**src/rtl/color_event_filter.sv**
```systemverilog
// Debounces the detector's colour flags: a colour locks after STABLE_CYCLES identical
// samples, emits one valid/ready event per lock and bumps a saturating per-colour count.
module color_event_filter #(
  parameter int unsigned STABLE_CYCLES = 4,
  parameter int unsigned CNT_WIDTH     = 16
) (
  input  logic                 clk,
  input  logic                 reset_n,
  input  logic                 red_detected,
  input  logic                 green_detected,
  input  logic                 blue_detected,
  input  logic                 clear_counts,
  input  logic                 evt_ready,
  output logic                 evt_valid,
  output logic [1:0]           evt_color,
  output logic [1:0]           current_color,
  output logic [CNT_WIDTH-1:0] red_count,
  output logic [CNT_WIDTH-1:0] green_count,
  output logic [CNT_WIDTH-1:0] blue_count,
  output logic                 evt_overrun
);

  localparam logic [1:0] IDLE     = 2'd0;
  localparam logic [1:0] QUALIFY  = 2'd1;
  localparam logic [1:0] LOCKED   = 2'd2;
  localparam logic [8:0] LOCK_RUN = 9'(STABLE_CYCLES);

  localparam logic [1:0] C_NONE  = 2'b00;
  localparam logic [1:0] C_RED   = 2'b01;
  localparam logic [1:0] C_GREEN = 2'b10;
  localparam logic [1:0] C_BLUE  = 2'b11;

  function automatic logic [CNT_WIDTH-1:0] sat_inc(input logic [CNT_WIDTH-1:0] v);
    return (&v) ? v : v + 1'b1;
  endfunction

  // A clear and an increment on the same edge leave the counter at 1.
  function automatic logic [CNT_WIDTH-1:0] cnt_next(input logic [CNT_WIDTH-1:0] v,
                                                    input logic clr, input logic inc);
    logic [CNT_WIDTH-1:0] base;
    base = clr ? '0 : v;
    return inc ? sat_inc(base) : base;
  endfunction

  logic [1:0] code;
  logic [1:0] state, state_nx;
  logic [1:0] cand, cand_nx;
  logic [7:0] run, run_nx;
  logic       lock;
  logic       slot_free;

  // Multi-flag samples are ambiguous and count as no colour.
  always_comb begin
    code = C_NONE;
    unique case ({red_detected, green_detected, blue_detected})
      3'b100:  code = C_RED;
      3'b010:  code = C_GREEN;
      3'b001:  code = C_BLUE;
      default: code = C_NONE;
    endcase
  end

  always_comb begin
    state_nx = state;
    cand_nx  = cand;
    run_nx   = run;
    lock     = 1'b0;
    case (state)
      IDLE: begin
        if (code != C_NONE) begin
          cand_nx  = code;
          run_nx   = 8'd1;
          state_nx = QUALIFY;
        end
      end
      QUALIFY: begin
        if (code == C_NONE) begin
          state_nx = IDLE;
        end else if (code == cand) begin
          if ({1'b0, run} + 9'd1 == LOCK_RUN) begin
            state_nx = LOCKED;
            lock     = 1'b1;
          end else begin
            run_nx = run + 8'd1;
          end
        end else begin
          cand_nx = code;
          run_nx  = 8'd1;
        end
      end
      LOCKED: begin
        if (code == C_NONE) begin
          state_nx = IDLE;
        end else if (code != cand) begin
          cand_nx  = code;
          run_nx   = 8'd1;
          state_nx = QUALIFY;
        end
      end
      default: state_nx = IDLE;
    endcase
  end

  assign slot_free = !evt_valid || evt_ready;

  always_ff @(posedge clk or negedge reset_n) begin
    if (!reset_n) begin
      state         <= IDLE;
      cand          <= C_NONE;
      run           <= 8'd0;
      current_color <= C_NONE;
      evt_valid     <= 1'b0;
      evt_color     <= C_NONE;
      evt_overrun   <= 1'b0;
      red_count     <= '0;
      green_count   <= '0;
      blue_count    <= '0;
    end else begin
      state         <= state_nx;
      cand          <= cand_nx;
      run           <= run_nx;
      current_color <= (state_nx == LOCKED) ? cand_nx : C_NONE;

      if (lock && slot_free) begin
        evt_valid <= 1'b1;
        evt_color <= cand;
      end else if (evt_ready) begin
        evt_valid <= 1'b0;
      end

      if (lock && !slot_free) begin
        evt_overrun <= 1'b1;
      end else if (clear_counts) begin
        evt_overrun <= 1'b0;
      end

      red_count   <= cnt_next(red_count,   clear_counts, lock && (cand == C_RED));
      green_count <= cnt_next(green_count, clear_counts, lock && (cand == C_GREEN));
      blue_count  <= cnt_next(blue_count,  clear_counts, lock && (cand == C_BLUE));
    end
  end

endmodule

```
**config.mk**
```make
export PLATFORM = sky130hd
export DESIGN_NAME = color_event_filter
export DESIGN_NICKNAME = d
export VERILOG_FILES = /design/src/rtl/color_event_filter.sv
export SDC_FILE = /design/constraint.sdc
export NUM_CORES = 1
export LEC_CHECK = 0
export CORE_MARGIN = 10
export CORE_UTILIZATION = 44
export CTS_BUF_LIST = sky130_fd_sc_hd__clkbuf_8
export DETAILED_ROUTE_END_ITERATION = 16
export GPL_TIMING_DRIVEN = 0
export PLACE_DENSITY = 0.77
export SYNTH_ARGS = -nofsm -noshare
export SYNTH_HDL_FRONTEND = slang
export SYNTH_SLANG_ARGS = --single-unit
```
**constraint.sdc**
```tcl
create_clock -name clk -period 4.6 [get_ports clk]
set_input_delay 0.92 -clock clk [delete_from_list [all_inputs] [get_ports clk]]
set_output_delay 0.92 -clock clk [all_outputs]
set_load 0.005 [all_outputs]
```
=== Word-level counts from Yosys, hierarchy flattened ===
Cells that the tools add are included.
Widths: inputs -> output; s select.

* Flip-flop bits (word level): 66
* ROM bits: 0
* Bits in writable memories: 0
* Latch bits: 0
* Input port bits: 7
* Logic and storage cells: 89
* Output and inout port bits: 54
* Memories: 0

* Multiply operators: 0
* Divide/modulo/power cells: 0
* $lt $le $gt $ge: 0
* Bitwise gates (word level): 0
* Shift-type cells: 0
* Muxes and demuxes: 39
* Reductions and logical operators: 18
* Equal/unequal tests: 17
* Add/sub/neg operators: 5

{| class="wikitable"
|+ Operators by type and width
! cell !! count
|-
| $mux 16 || 9
|-
| $add 16x1->16 const B || 3
|-
| $mux 8 || 6
|-
| $reduce_and 16->1 || 3
|-
| $mux 2 || 12
|-
| $pmux 8 s3 || 1
|-
| $pmux 2 s3 || 3
|-
| $add 8x1->9 const B || 1
|-
| $eq 9x3->1 const B || 1
|-
| $add 8x1->8 const B || 1
|-
| $eq 2x2->1 const B || 4
|-
| $mux 1 || 8
|-
| $ne 2x2->1 const B || 4
|-
| $reduce_and 6->1 || 1
|-
| $reduce_bool 2->1 || 3
|-
| $logic_and 1x1->1 || 5
|-
| $eq 2x1->1 const B || 2
|-
| $logic_not 2->1 || 2
|-
| $eq 3x1->1 const B || 1
|-
| $eq 3x2->1 const B || 1
|-
| $eq 3x3->1 const B || 1
|-
| $ne 3x3->1 const B || 1
|-
| $reduce_bool 3->1 || 1
|-
| $eq 2x2->1 || 1
|-
| 3 further kinds || 4
|}

=== Logic depth before layout (Yosys ltp) ===
* Word-level depth: 8
* Gate-level depth with buffers: 11
* Gate-level depth less buffers: 8

=== Worst setup path after synthesis ===
OpenSTA, ideal clock, no wires.

* Kind: input -> register
* Start point: input port clear_counts
* End point: register green_count[3]
* Path slack: 1.474 ns
* Cell stages on the path: 10
* Arrival time: 3.048 ns
* Data required time: 4.522 ns
* Library setup time: 0.078 ns
* Path through: clkbuf_1 -> clkbuf_1 -> nor2b_1 -> ha_1 -> nand2_1 -> or3_1 -> nor3_1 -> or3b_2 -> or3_1 -> a21oi_1

* Word-level cells in the longest chain between the ends: 4

{| class="wikitable"
|+ Ends and longest elaborated chain
! what !! RTL line !! source
|-
| start, declared || 12 || <nowiki>input logic clear_counts,</nowiki>
|-
| $mux 16 (*) || 41 || <nowiki>base = clr ? '0 : v;</nowiki>
|-
| $add 16x1->16 / $reduce_and 16->1 (equally long branches) || 34 || <nowiki>return (&v) ? v : v + 1'b1;</nowiki>
|-
| $mux 16 || 34 ||
|-
| $mux 16 (*) || 42 || <nowiki>return inc ? sat_inc(base) : base;</nowiki>
|-
| end signal, assigned || 138 || <nowiki>green_count <= cnt_next(green_count, clear_counts, lock && (cand == C_GREEN));</nowiki>
|-
| end, declared || 18 || <nowiki>output logic [CNT_WIDTH-1:0] green_count,</nowiki>
|}

Mark *: on every way between the ends. The rest lies on a longest branch, timed or not.
A chain may end at the register's enable or synchronous reset.

=== Final worst setup path ===
* Start point: input port clear_counts
* End point: register blue_count[11]

* Word-level cells in the longest chain between the ends: 4

{| class="wikitable"
|+ Ends and longest elaborated chain
! what !! RTL line !! source
|-
| $mux 16 (*) || 41 ||
|-
| $add 16x1->16 / $reduce_and 16->1 (equally long branches) || 34 ||
|-
| $mux 16 || 34 ||
|-
| $mux 16 (*) || 42 ||
|-
| end signal, assigned || 139 || <nowiki>blue_count <= cnt_next(blue_count, clear_counts, lock && (cand == C_BLUE));</nowiki>
|-
| end, declared || 19 || <nowiki>output logic [CNT_WIDTH-1:0] blue_count,</nowiki>
|}

Marks and branches as above.

==> flow_summary.toml <==
[outcome]
status = "finished, final reports clean"

[worst_setup_path]
required_ns = 4.80
crit_top_cell = "clkbuf_1"
ff2ff_setup_slack_ns = 1.51
cp-start-kind = "input port"
cp_slowest_cell = "clkdlybuf4s50_1"
path_cells = "clkdlybuf4s50_1 > clkbuf_1 > clkbuf_1 > nor2b_1 > ha_1 > and4_1 > a31oi_1 > nand4_1 > clkbuf_1 > clkbuf_1 > o31ai_1 > a21oi_1"
r2r-start = "run[2]"
r2r_cells = 7
critical_path_class = "in2reg"
cp-end-kind = "flip-flop"
regToRegEndpoint = "green_count[1]"
crit_arrival_ns = 4.31
crit_fanout = 10
slowest_delay_ns = 0.51

[finish]
instances_no_fill = 576
syn2layout_area_growth_pct = 24.7
diodes = 0
finalNetCount = 479
fill_cells = 758
layout_commonest_cell = "dfrtp_1"
layout_common_cells = "dfrtp_1 (66), clkdlybuf4s50_1 (59), nand2_1 (41)"
drive_above_1_share_pct = 7.43

[timing]
worstMarginPinSlew_ns = 0.903
setup_ws_ns = 0.490
tns_ns = 0
slew_violations = 0
fin_skew_ns = 0.0100
period_share_pct = 89.3
max_freq_mhz = 243
finalHoldViolations = 0
rsz0062_at_grt = "false"
setup_viol = 0
maxSlewHeadroom_pct = 39.3
period_minus_slack_ns = 4.11

[min_path]
whs_endpoint = "evt_overrun"
min_path_type = "reg2reg"
hp-start = "evt_overrun"
whs_path_depth = 1

[synthesis]
synth_warnings = 0
syn_area_per_cell_sq_um = 9.34
synthCells = 396
synth_cell_type_count = 51
synthArstFlopShare_pct = 100
yosysSeqAreaShare_pct = 44.6
ys_ff_latch = 66
synth_fp_nets = 408
syn_area_sq_um = 3700
synth-main-ff-cell = "dfrtp_1"
synth_edf_count = 0

[cts]
cts.clk_slew.worst_paths_ns = 0.07
ctsHoldBuffers = 0
clkSinkCount = 66
ctsResizeCount = 0
cts_tree = "built"
clock_path_buffers = 2
cts_htree_levels = 3
numCtsBuffers = 9
clkLatencyLatePin_ns = 0.34
cts_setup_buffers = 0
clock-root-buffer = "clkbuf_8"

[global_route]
gr-total-overflow = 0
grt_pass1_wl_microns = 16100
grt_max_degree = 67
first_global_vias = 3226
antenna_found_initial = 0
grt_usage_pct = 15.1

[floorplanning]
die_y_microns = 112
rows = 33
core-area_sq_um = 8220
die_x_microns = 112
start_util_pct = 45.0
io_pins = 61
die_area_sq_um = 12500

[detailed_routing]
totalWireLength_microns = 9640
ant_nets = 0
vias_per_cell = 5.88
initialDrtViolationCount = 180
drc = 0
routedWlPerCell_microns = 16.7
vias = 3384
detail_route.first_pass.iterations = 4

[placement]
dp_hpwl_microns = 6740
place.gp.congestion = 0.881
dp_slack_ns = 0.174
place.port_buffers = 60
place_inst = 561

[power]
irDropWorstVdd_mv = 0.154
p_per_area_nw_per_um2 = 249
p_leak_nw = 1.84

[flow_run]
maxCapViolCount = 0
[registers in the layout, summed over array words and instances, names as in the netlist]
signal and cells:
state 2, cand 2, run 8, evt_overrun 1, blue_count 16, current_color 2, red_count 16, evt_color 2
evt_valid 1, green_count 16
[cell usage after synthesis, types with 2 or more instances]
cell type / instances / area share (%)
mux2_2: 10 / 3.0
nor4bb_1: 2 / 0.54
nand4b_1: 3 / 0.71
or4_1: 12 / 2.4
nand3_1: 21 / 2.8
nor3_1: 9 / 1.2
clkbuf_1: 15 / 1.5
nor2b_1: 16 / 2.7
nor2_1: 22 / 2.2
nor3b_1: 4 / 0.81
and3_1: 12 / 2.0
nand2_1: 41 / 4.2
nand2b_1: 4 / 0.68
or2_2: 3 / 0.51
and2_1: 2 / 0.34
a31oi_1: 3 / 0.51
nand4_1: 9 / 1.5
ha_1: 5 / 1.7
o21ai_0: 13 / 1.8
xor2_1: 9 / 2.1
a22o_1: 3 / 0.71
inv_1: 7 / 0.71
or3_1: 13 / 2.2
mux2i_1: 2 / 0.54
a221o_1: 5 / 1.4
o31ai_1: 13 / 2.6
xnor2_1: 14 / 3.3
a21oi_1: 31 / 4.2
buf_2: 2 / 0.27
dfrtp_1: 66 / 45
nor4_1: 5 / 0.85
[metrics by stage]
| step | instance area (sq um) | hold WS (ns) | total power, mW | utilization, % |
|---|---|---|---|---|
| floorplan | 3700 | 0.478 | 0.649 | - |
| global placement | 4430 | 0.491 | 0.683 | 53.9 |
| detailed placement | 4430 | 0.500 | 0.686 | 53.9 |
| CTS | 4610 | 0.517 | 1.16 | 56.2 |
| global route | 4610 | 0.524 | 1.19 | 56.2 |
| finish | 4610 | 0.514 | 1.15 | 56.2 |
[final cells by class]
class                   count  area (sq um)  area share, %
flip-flops and latches     66          1650           35.8
multi-input cells         305          1950           42.3
plain buffers              18          70.1           1.52
repair buffers             60           598           13.0
clock buffers              10           138           2.98
well taps                 105           131           2.85
clock inverters             5          47.5           1.03
inverters                   7          26.3          0.569
[power breakdown]
group / total, mW / leakage [nW] / internal (mW) / switching (mW)
Clock: 0.473 / 0.105 / 0.256 / 0.217
Combinational: 0.0814 / 0.829 / 0.0266 / 0.0548
Sequential: 0.593 / 0.909 / 0.586 / 0.00642
Total: 1.15 / 1.84 / 0.869 / 0.278
[cell families after synthesis]
kind of cell    share of synthesized area (%)
fa+ha+maj                                1.96
flops                                    44.6
xor+xnor                                 5.44
compound gates                           13.6
simple gates                             28.2
buf+inv                                  2.60
mux                                      3.58
[metal layers]
metal	wire, microns	up-vias	GRT usage (%)
li1	-	1598	-
met1	4230	1675	19.1
met2	4630	101	24.4
met3	666	10	4.08
met4	112	0	5.06
met5	0	-	0
[critical path, delay by kind of cell]
| kind | cells | cell delay (ns) |
|---|---|---|
| compound gates | 3 | 0.59 |
| buf+inv | 5 | 2.02 |
| simple gates | 3 | 0.53 |
| fa+ha+maj | 1 | 0.26 |
[how the worst max path moves through the flow]
stage / start / end / slack (ns) / cells past startpoint
2_1_floorplan: clear_counts / green_count[3] / 1.47 / 10
3_3_place_gp: clear_counts / blue_count[11] / 0.20 / 12
3_5_place_dp: clear_counts / blue_count[11] / 0.17 / 12
4_1_cts: clear_counts / blue_count[11] / 0.51 / 12
5_1_grt: clear_counts / blue_count[11] / 0.13 / 12
6_report: clear_counts / blue_count[11] / 0.49 / 12
Note: power is estimated with default switching activity, not from simulation.
